**src/rtl/alu_issue_sched.sv**
```systemverilog
// Round-robin issue scheduler for two requesters sharing one pipelined bitwise logic datapath.
// Operations are issued onto registered datapath inputs, and a shadow valid/id/tag pipeline routes each result back.
module alu_issue_sched #(
    parameter int WIDTH  = 16,
    parameter int DP_LAT = 4,
    parameter int TAGW   = 3
) (
    input  logic             clkpos,
    input  logic             resetn,
    input  logic             req0_valid,
    output logic             req0_ready,
    input  logic [1:0]       req0_op,
    input  logic [WIDTH-1:0] req0_a,
    input  logic [WIDTH-1:0] req0_b,
    input  logic [TAGW-1:0]  req0_tag,
    input  logic             req1_valid,
    output logic             req1_ready,
    input  logic [1:0]       req1_op,
    input  logic [WIDTH-1:0] req1_a,
    input  logic [WIDTH-1:0] req1_b,
    input  logic [TAGW-1:0]  req1_tag,
    output logic [WIDTH-1:0] dp_a,
    output logic [WIDTH-1:0] dp_b,
    output logic [1:0]       dp_op,
    input  logic [WIDTH-1:0] dp_out,
    output logic             rsp0_valid,
    output logic             rsp1_valid,
    output logic [WIDTH-1:0] rsp_data,
    output logic [TAGW-1:0]  rsp_tag,
    output logic [3:0]       inflight,
    input  logic             hold
);

    // An entry reaches the last shadow stage in the cycle its result is on dp_out.
    localparam int LAST = DP_LAT;

    logic             grant0_s, grant1_s, issue_s, ret_s;
    logic [TAGW-1:0]  issue_tag_s;
    logic             rr_ptr_q, rr_ptr_d;
    logic [WIDTH-1:0] dp_a_q, dp_a_d, dp_b_q, dp_b_d;
    logic [1:0]       dp_op_q, dp_op_d;
    logic [LAST:0]    sh_vld_q;
    logic [LAST:0]    sh_id_q;
    logic [TAGW-1:0]  sh_tag_q [LAST+1];
    logic             rsp0_q, rsp0_d, rsp1_q, rsp1_d;
    logic [WIDTH-1:0] rsp_data_q, rsp_data_d;
    logic [TAGW-1:0]  rsp_tag_q, rsp_tag_d;
    logic [3:0]       inflight_q, inflight_d;

    // Grant selection: the pointer only matters when both requesters contend.
    always_comb begin
        grant0_s = 1'b0;
        grant1_s = 1'b0;
        rr_ptr_d = rr_ptr_q;
        if (hold) begin
            grant0_s = 1'b0;
            grant1_s = 1'b0;
        end else if (req0_valid && req1_valid) begin
            grant0_s = ~rr_ptr_q;
            grant1_s = rr_ptr_q;
            rr_ptr_d = ~rr_ptr_q;
        end else begin
            grant0_s = req0_valid;
            grant1_s = req1_valid;
        end
    end

    assign issue_s     = grant0_s | grant1_s;
    assign issue_tag_s = grant1_s ? req1_tag : req0_tag;
    assign ret_s       = sh_vld_q[LAST];

    // Datapath operand capture; held when idle to avoid needless switching.
    always_comb begin
        dp_a_d  = dp_a_q;
        dp_b_d  = dp_b_q;
        dp_op_d = dp_op_q;
        if (grant1_s) begin
            dp_a_d  = req1_a;
            dp_b_d  = req1_b;
            dp_op_d = req1_op;
        end else if (grant0_s) begin
            dp_a_d  = req0_a;
            dp_b_d  = req0_b;
            dp_op_d = req0_op;
        end else begin
            dp_a_d  = dp_a_q;
            dp_b_d  = dp_b_q;
            dp_op_d = dp_op_q;
        end
    end

    // Response capture and routing to the originating requester.
    always_comb begin
        rsp0_d     = 1'b0;
        rsp1_d     = 1'b0;
        rsp_data_d = rsp_data_q;
        rsp_tag_d  = rsp_tag_q;
        if (ret_s) begin
            rsp0_d     = ~sh_id_q[LAST];
            rsp1_d     = sh_id_q[LAST];
            rsp_data_d = dp_out;
            rsp_tag_d  = sh_tag_q[LAST];
        end else begin
            rsp0_d     = 1'b0;
            rsp1_d     = 1'b0;
        end
    end

    // Outstanding-operation count; an issue and a return in one cycle cancel.
    always_comb begin
        inflight_d = inflight_q;
        case ({issue_s, ret_s})
            2'b10:   inflight_d = inflight_q + 4'd1;
            2'b01:   inflight_d = inflight_q - 4'd1;
            default: inflight_d = inflight_q;
        endcase
    end

    // Scheduler state, datapath inputs and response registers.
    always_ff @(posedge clkpos or negedge resetn) begin
        if (!resetn) begin
            rr_ptr_q   <= 1'b0;
            dp_a_q     <= {WIDTH{1'b0}};
            dp_b_q     <= {WIDTH{1'b0}};
            dp_op_q    <= 2'b00;
            rsp0_q     <= 1'b0;
            rsp1_q     <= 1'b0;
            rsp_data_q <= {WIDTH{1'b0}};
            rsp_tag_q  <= {TAGW{1'b0}};
            inflight_q <= 4'd0;
        end else begin
            rr_ptr_q   <= rr_ptr_d;
            dp_a_q     <= dp_a_d;
            dp_b_q     <= dp_b_d;
            dp_op_q    <= dp_op_d;
            rsp0_q     <= rsp0_d;
            rsp1_q     <= rsp1_d;
            rsp_data_q <= rsp_data_d;
            rsp_tag_q  <= rsp_tag_d;
            inflight_q <= inflight_d;
        end
    end

    // Shadow pipeline shifts every cycle regardless of hold.
    always_ff @(posedge clkpos or negedge resetn) begin
        if (!resetn) begin
            sh_vld_q <= {(LAST+1){1'b0}};
            sh_id_q  <= {(LAST+1){1'b0}};
            for (int i = 0; i <= LAST; i++) begin
                sh_tag_q[i] <= {TAGW{1'b0}};
            end
        end else begin
            sh_vld_q[0] <= issue_s;
            sh_id_q[0]  <= grant1_s;
            sh_tag_q[0] <= issue_tag_s;
            for (int i = 1; i <= LAST; i++) begin
                sh_vld_q[i] <= sh_vld_q[i-1];
                sh_id_q[i]  <= sh_id_q[i-1];
                sh_tag_q[i] <= sh_tag_q[i-1];
            end
        end
    end

    assign req0_ready = grant0_s;
    assign req1_ready = grant1_s;
    assign dp_a       = dp_a_q;
    assign dp_b       = dp_b_q;
    assign dp_op      = dp_op_q;
    assign rsp0_valid = rsp0_q;
    assign rsp1_valid = rsp1_q;
    assign rsp_data   = rsp_data_q;
    assign rsp_tag    = rsp_tag_q;
    assign inflight   = inflight_q;

endmodule
```
**config.mk**
```make
export PLATFORM = sky130hd
export DESIGN_NAME = alu_issue_sched
export DESIGN_NICKNAME = d
export VERILOG_FILES = /design/src/rtl/alu_issue_sched.sv
export SDC_FILE = /design/constraint.sdc
export NUM_CORES = 1
export LEC_CHECK = 0
export CORE_ASPECT_RATIO = 1.2
export CORE_MARGIN = 2
export CORE_UTILIZATION = 50
export DETAILED_ROUTE_END_ITERATION = 7
export DONT_BUFFER_PORTS = 1
export PLACE_DENSITY = 0.68
export SETUP_SLACK_MARGIN = 0.05
export SKIP_LAST_GASP = 1
export SLEW_MARGIN = 10
export SYNTH_ARGS = -nofsm -noshare
export SYNTH_HDL_FRONTEND = slang
export SYNTH_SLANG_ARGS = --single-unit
```
**constraint.sdc**
```tcl
create_clock -name clkpos -period 1.8 [get_ports clkpos]
set_input_delay 0.36 -clock clkpos [delete_from_list [all_inputs] [get_ports clkpos]]
set_output_delay 0.36 -clock clkpos [all_outputs]
set_load 0.05 [all_outputs]
```
* Yosys cells after proc, flatten, opt, wreduce, memory -nomap -nowiden
Index checks and enable logic that the tools add are counted.
** Storage, ports and cells
- Register bits after elaboration :: 85
- Bits of input ports :: 95
- Logic and storage cells :: 42
** Cells by class
- Add/subtract/negate cells :: 2
- Equal/unequal tests :: 2
- Mux-type cells :: 14
- Bitwise operators :: 4
- Reductions and logical operators :: 4
** Operator list (count)
- $mux 16 :: 4
- $pmux 4 s2 :: 1
- $mux 1 :: 6
- $add 4x1->4 const B :: 1
- $mux 2 :: 2
- $reduce_bool 2->1 :: 2
- $sub 4x1->4 const B :: 1
- $mux 3 :: 1
- $not 1->1 :: 3
- $eq 2x1->1 const B :: 1
- $eq 2x2->1 const B :: 1
- $reduce_and 2->1 :: 1
- $logic_and 1x1->1 :: 1
- $or 1x1->1 :: 1

* Logic depth before layout (Yosys ltp)
- Depth after elaboration :: 6
- Mapped depth :: 10
- Depth with buffers taken out :: 7

* Worst setup path after synthesis
Ideal clock, no wire load.
- Path kind :: input to register
- From :: input req1_valid
- To :: register inflight_q[3], in the netlist inflight[3]
- Arrival time :: 2264 ps
- Required time :: 1669 ps
- Setup slack :: -595 ps
- Cell stages on the path :: 10
- Buffers on the path :: 3
- Cell sequence :: buf_4 o21ba_2 buf_6 buf_4 inv_1 ha_1 ha_1 or4b_1 o311ai_1 o211ai_1
** Between the ends
- Word-level cells in the longest chain between the ends :: 6
** Ends and longest elaborated chain
- start: declaration :: RTL line 16 : input logic req1_valid,
- $logic_and 1x1->1 :: RTL line 58 : end else if (req0_valid && req1_valid) begin
- $mux 1 :: RTL line 58
- $mux 1 :: RTL line 55 : if (hold) begin
- $or 1x1->1 * :: RTL line 68 : assign issue_s = grant0_s | grant1_s;
- net issue_s :: RTL line 37 : logic grant0_s, grant1_s, issue_s, ret_s;
- $eq 2x1->1 or $eq 2x2->1 (tied branches) :: RTL line 112 : case ({issue_s, ret_s})
- $pmux 4 s2 or $reduce_bool 2->1 (tied branches)
- end signal: assignment :: RTL line 140 : inflight_q <= inflight_d;
- end: declaration :: RTL line 48 : logic [3:0] inflight_q, inflight_d;
The timed path passes the listed nets; every way through them passes the cells marked *.
A chain may end at the register's enable or synchronous reset.

* Final worst setup path
- From :: register sh_vld_q[4]
- To :: register inflight_q[3], in the netlist inflight[3]
** Between the ends
- Word-level cells in the longest chain between the ends :: 2
** Ends and longest elaborated chain
- start: declaration :: RTL line 42 : logic [LAST:0] sh_vld_q;
- start signal: assignment :: RTL line 147 : sh_vld_q <= {(LAST+1){1'b0}};
- start signal: indexed assignment :: RTL line 157 : sh_vld_q[i] <= sh_vld_q[i-1];
- $eq 2x1->1 or $eq 2x2->1 (tied branches) :: RTL line 112
- $pmux 4 s2 or $reduce_bool 2->1 (tied branches)
Several ways; a longest one is shown, not always the timed one.

==> summary.txt <==
Route
  • Wire length on met2: 3897 um
  • Vias: between 2,000 and 3,000
  • Uppermost layer routed: met4
  • Post-route ant nets: 0
  • DRT Pass-1 Iters: 4
  • Wire length per cell: around 20 um
  • WL met1: between 3000 and 4000 um
  • Iter 0 DRT Violations: between 150 and 200
  • Met3 WL: 548 um
  • Final WL: 7933 um
  • Via density per instance: about 6.3
  • DR DRC count: 0

Logic synthesis
  • Synth Instances: between 300 and 400
  • Syn_nets: between 400 and 500
  • Async SR Flop Fraction: 100.0%
  • Ys Warns: 0
  • Cell Area, Synth: about 0.0037 mm2
  • Post-synthesis sequential area ratio: 58.18%
  • Commonest register cell after synthesis: dfrtp_1
  • FF+latch count, synth: 85
  • Post-synth EDFFs: 0
  • Yosys cell types: 34
  • Avg Cell Area, Syn: roughly 12 um2

Layout
  • Nets: 408
  • Leading cell types in the layout, fill and taps excluded: 85 x dfrtp_1, 34 x o2111ai_1, 34 x nor2_1, 34 x a31oi_1, 29 x o21ai_0
  • Fillcell total: just over 600
  • Final Util: between 50% and 60%
  • Syn-to-layout area delta: 10.85%
  • Count of inserted antenna diode cells: 0
  • Layout cells sized above 1: 22.61%
  • Commonest non-fill, non-tap cell in the layout: dfrtp_1

Timing
  • Final period util: a little over nine tenths
  • Hold WS: -321.9 ps
  • Clock Skews: 8.052 ps
  • Max-slew headroom: a little under three fifths
  • Final WS setup: 42.72 ps
  • Final setup fails: 0
  • Worst Max-Slew Pin Slew: 648.1 ps
  • Setup_tns: 0 ps
  • Unrepaired setup endpoints after global routing: false
  • Post-route minimum period: 1757 ps
  • FMAX: 569.1 MHz
  • Final hold vios: 85
  • Slew Limit Fails: 0

Outcome
  • Failing checks: negative hold slack
  • Run status: complete, but fails checks

Critical path
  • Data required, critical path: a little over 2000 ps
  • Slowest cell on the critical path: a2111o_1
  • Most frequent CP cell: ha_4
  • Type of destination of the critical path: register
  • CP max stage delay: 440 ps
  • CP Data Arrival Time: 2020 ps
  • Worst Path Max Fanout: 7
  • Critical-path cell list: ha_4, ha_4, buf_6, nand3_2, a2111o_1, o211ai_1
  • Critical path type: register to register
  • Startpoint Class: register

GRT
  • All-layer global routing usage: about a fifth
  • Largest net degree at the start of global routing: 86
  • Gr ovfl total: 0
  • First-pass GRT wire length: between 10,000 and 15,000 um
  • Antenna violations before repair: 0
  • Vias in the first global route: 2,500

CTS
  • Inserted Clock Buffers: 9
  • Worst-Skew Late Latency: about 360 ps
  • Clock Sinks: 85
  • CTS tree: yes
  • H-tree levels: 3
  • Root buffer cell: clkbuf_8
  • Worst-path clk slew: 100 ps
  • Max Root-Sink Buffers: 2

Die
  • Core Area: approximately 0.007 mm2
  • Boundary pin count: about 160
  • FP Rows: 34
  • Initial Utilization: about half
  • Total die area: roughly 0.0080 mm2
  • Die Wd: between 80 and 90 um
  • Die H: just under 100 um

Power and ir drop
  • Pwr/cell area: ~1400 mW/mm2
  • P_leak: 1.568 nW
  • Power, Total: 0.005709 W
  • VDD IR max: 0.0006834 V

Placed design
  • Dpl ws: -166.7 ps
  • Gp weighted congestion: about 0.7
  • Port bufs: 0
  • DP HPWL: ~5100 um

Hold path
  • Worst min path class: primary input to asynchronous set/reset pin

Run
  • Max-cap violations: 0
## cells in the mapped netlist (4+ instances only)
cell type	instances	area share, %
buf_4	8	1.6
clkbuf_1	4	0.41
o21ai_0	30	4.1
o21ai_1	5	0.68
a31oi_1	34	5.8
mux2_2	23	7.1
buf_2	13	1.8
dfrtp_1	85	58
o2111ai_1	34	8.1
nor2_1	34	3.5
inv_1	5	0.51
## worst paths after layout
kind	start	to	slack [ps]	cells after the start
max	sh_vld_q[4]	inflight[3]	40	6
min	resetn	rsp_data[10]	-320	0
max reg2reg	sh_vld_q[4]	inflight[3]	40	6
min reg2reg	sh_tag_q[14]	sh_tag_q[11]	360	0
max in group asynchronous	resetn	dp_a[5]	2000	0
min in group clkpos	dp_out[12]	rsp_data[12]	140	1
## logic make-up (layout without fill, tap and decap cells)
family                   after synthesis  after routing  share of synthesized area [%]
AO/OA/AOI/OAI                        110            110                          20.26
XOR/XNOR                               3              3                         0.7188
adder cells (fa/ha/maj)                4              4                          1.574
buffers and inverters                 38             41                          5.886
flip-flops                            85             85                          58.18
multiplexers                          24             24                          7.358
AND/OR/NAND/NOR                       47             47                          6.023
## what timing repair did
| action | 4_1_cts | 5_1_grt |
|---|---|---|
| hold endpoints to repair | 85 | 85 |
| gates resized for setup | 2 | 8 |
| endpoints found under the setup margin | 2 | 3 |
| pin swaps | 1 | 5 |
| buffers inserted | 0 | 2 |
## where the power goes
part           switching (W)  internal [W]  leakage [nW]
logic               0.000697      0.000503         0.473
clock network       0.000810      0.000565         0.107
registers           0.000943       0.00219         0.989
total                0.00245       0.00326          1.57
## state kept, by name, indices dropped and copies added, names as in the netlist
name / cells
rsp_tag: 3
rsp1_valid: 1
rr_ptr_q: 1
dp_op: 2
rsp0_valid: 1
inflight: 4
sh_id_q: 5
rsp_data: 16
dp_a: 16
dp_b: 16
sh_vld_q: 5
sh_tag_q: 15
## worst max-delay path, delay by kind of cell (launching register included)
family,cells,cell delay (ps)
adder cells (fa/ha/maj),2,490
AO/OA/AOI/OAI,2,570
AND/OR/NAND/NOR,1,80
flip-flops,1,420
buffers and inverters,1,100
## area by class of cell
class                      count  area [um2]  share of cell area, %
timing repair buffer          18       171.4                  4.230
clock buffer                   9       123.9                  3.057
clock inverter                 7       88.84                  2.192
multi-input combinational    188        1400                  34.55
inverter                       7       28.78                 0.7101
sequential                    85        2127                  52.49
tap                           90       112.6                  2.779
## through the flow
| stage | instances | cell area (um2) |
|---|---|---|
| after global routing | 404 | 4053 |
| after global placement | 386 | 3766 |
| after floorplan | 311 | 3709 |
| final | 404 | 4053 |
| after detailed placement | 386 | 3766 |
| after CTS | 402 | 3986 |
## routing by layer
metal / global-route usage, % / up-vias
li1: - / 1165
met1: 27.57 / 1231
met2: 30.46 / 115
met3: 4.368 / 17
met4: 9.744 / 0
met5: 0 / -
Power figures use the tool's default switching activity.
==> RTL edit: new RTL, same flow settings <==
Set the parameter `TAGW` to 6 (it was 3).
--- a/src/rtl/alu_issue_sched.sv
+++ b/src/rtl/alu_issue_sched.sv
@@ -4,5 +4,5 @@
     parameter int WIDTH  = 16,
     parameter int DP_LAT = 4,
-    parameter int TAGW   = 3
+    parameter int TAGW   = 6
 ) (
     input  logic             clkpos,
Interface: changed (resized req0_tag, req1_tag and rsp_tag); port bits go from 156 to 165. The function was not compared with the original's and may differ.
==> RTL edit against the original RTL <==
The run still ends with hold timing left; total power grew 10%; maximum frequency grew 2.7%; area after synthesis grew 15%; wire length grew 9.1%; sequential cell count grew 18; setup slack gained 0.045 ns; die area grew 15%; cell area grew 14%; critical endpoint unchanged.
==> RTL edit: results (changes against the original RTL) <==
Status
  • Status: finished, violations left
  • Failing checks: hold timing

CTS
  • Worst-Skew Late Latency: 0.36 ns (about the same)
  • Clk slew on worst S/H paths: roughly 0.11 ns
  • CTS Buffer Depth: 2 (unchanged)
  • CTS root buffer: clkbuf_8
  • H-tree depth: 3 (unchanged)
  • Inserted Clock Buffers: 9 (unchanged)

Layout
  • Share of layout cells above drive strength 1: 0.230 (+0.00354)
  • Antenna fix cells: 0 (unchanged)
  • Max reg flops: 30
  • Largest Register: sh_tag_q
  • Fill cells: 685 (+10%)

Power
  • Leakage Power: 0.00182 µW (+16%)
  • Worst vdd ir: 689 µV (+0.85%)

Timing
  • Slew margin rel.: 0.577 (+0.00888)
  • Fin. Hold Viols: 103 (+21%)
  • Hold slack: -0.324 ns (-0.00164 ns)
  • Final Skew: 0.0187 ns (+0.0107 ns)

Place
  • # port buffers: 0 (unchanged)
  • HPWL after DPL: 5820 µm (+14%)
  • Routability congestion estimate: 0.804 (+13%)
  • Area of placed instances: 0.00434 mm² (+15%)
  • Placement-stage worst setup slack: -0.186 ns (-0.0189 ns)

Critical path
  • Critical-path maximum fanout: 3 (-4)
  • Slowest Stage Delay on Critical Path: 0.50 ns (+0.06 ns)
  • Worst path top cell family by delay: simple AND/OR/NAND/NOR gates
  • Critical Path AT: 1.94 ns (-0.08 ns)
  • Crit path max-delay cell type: or4b_4

Drt
  • Initial drt markers: 120 (-29%)
  • DR WL/cell: 18.9 µm (-3.8%)
  • DRT Pass-1 Iters: 4 (unchanged)
  • Total number of vias: 2,723 (+7.7%)

Yosys
  • Synth Flop Type: dfrtp_1
  • Synth unique cells: 31 (-8.8%)
  • Post-synthesis sequential area ratio: 0.611 (+0.0289)
  • Synth top cells by count: 103 x dfrtp_1, 34 x a31oi_1, 34 x nor2_1, 34 x o2111ai_1, 29 x mux2_2
  • Mapped Nets: 444 (+8.3%)
  • Synth top area cells: dfrtp_1 61%, mux2_2 7.7%, o2111ai_1 7.1%, a31oi_1 5.0%, o21ai_0 3.2%
  • Asr flop ratio synth: 1.00 (unchanged)
  • Synthesis Warnings: 0 (unchanged)

Min path
  • Worst Hold Class: in2async

Global routing
  • Initial antenna violation count: 0 (unchanged)
  • Total GRT Usage: 0.189 (-0.0130)
  • Largest net degree at the start of global routing: 104 (+21%)
  • First-pass GRT wire length: 13,600 µm (+8.2%)

Job
  • Maximum capacitance violations: 0 (unchanged)
## RTL edit: cell types whose count changed after synthesis, moves of 3 or more
cell	unedited run	this run
dfrtp_1	85	103
buf_2	13	21
mux2_2	23	29
clkbuf_1	4	0
o21ai_1	5	9
buf_6	3	6
clkbuf_2	3	0
o21ai_0	30	27
## RTL edit: worst paths after layout
check | startpoint | to | slack, ns | cells after the start
max in group asynchronous | resetn | dp_a[13]$_DFFE_PN0P_ | 1.97 | 0
worst max-delay path | sh_vld_q[4]$_DFF_PN0_ | inflight[3]$_DFFE_PN0P_ | 0.09 | 5
min in group clkpos | req0_tag[3] | sh_tag_q[27]$_DFF_PN0_ | 0.14 | 1
worst max register to register | sh_vld_q[4]$_DFF_PN0_ | inflight[3]$_DFFE_PN0P_ | 0.09 | 5
worst min register to register | sh_id_q[1]$_DFF_PN0_ | sh_id_q[2]$_DFF_PN0_ | 0.35 | 0
worst min-delay path | resetn | dp_a[14]$_DFFE_PN0P_ | -0.32 | 0
## RTL edit: metal layers
| layer | vias to the layer above | GRT usage | routed length, µm |
|---|---|---|---|
| li1 | 1252 | - | - |
| met1 | 1337 | 0.236 | 3470 |
| met2 | 119 | 0.313 | 4370 |
| met3 | 15 | 0.0506 | 681 |
| met4 | 0 | 0.0681 | 136 |
| met5 | - | 0 | 0 |
## RTL edit: final cells by class
| type | count | area share |
|---|---|---|
| Clock inverter | 7 | 0.0187 |
| Timing Repair Buffer | 23 | 0.0453 |
| Sequential cell | 103 | 0.559 |
| Tap cell | 114 | 0.0309 |
| Clock buffer | 9 | 0.0268 |
| Multi-Input combinational cell | 195 | 0.314 |
| Inverter | 7 | 0.00569 |
## RTL edit: through the flow
step / instances / power, µW / util / TNS (ns)
global route: 458 / 6630 / 0.566 / 0
detailed placement: 438 / 4830 / 0.532 / -0.186
CTS: 456 / 6310 / 0.560 / 0
global placement: 438 / 4770 / 0.532 / -0.0764
finish: 458 / 6310 / 0.566 / 0
floorplan: 339 / 4550 / - / -0.384
## RTL edit: kinds of logic after synthesis
| family | share of synthesized area |
|---|---|
| compound gates | 0.177 |
| flops | 0.611 |
| simple gates | 0.0557 |
| buf+inv | 0.0596 |
| mux | 0.0774 |
| fa+ha+maj | 0.0136 |
| xor+xnor | 0.00623 |
## RTL edit: what timing repair did
item                       in CTS  in global routing
resized for setup               1                  7
cloned                          0                  0
pin swaps                       0                  4
setup buffers                   2                  2
setup endpoints to repair       2                  3
hold endpoints to repair      103                103
## RTL edit: report_power, final
part	total [µW]	leakage [µW]	switching (µW)	internal, µW
clock	1430	0.000104	874	557
combinational	1240	0.000520	704	532
sequential	3640	0.00120	1000	2640
total	6310	0.00182	2580	3730
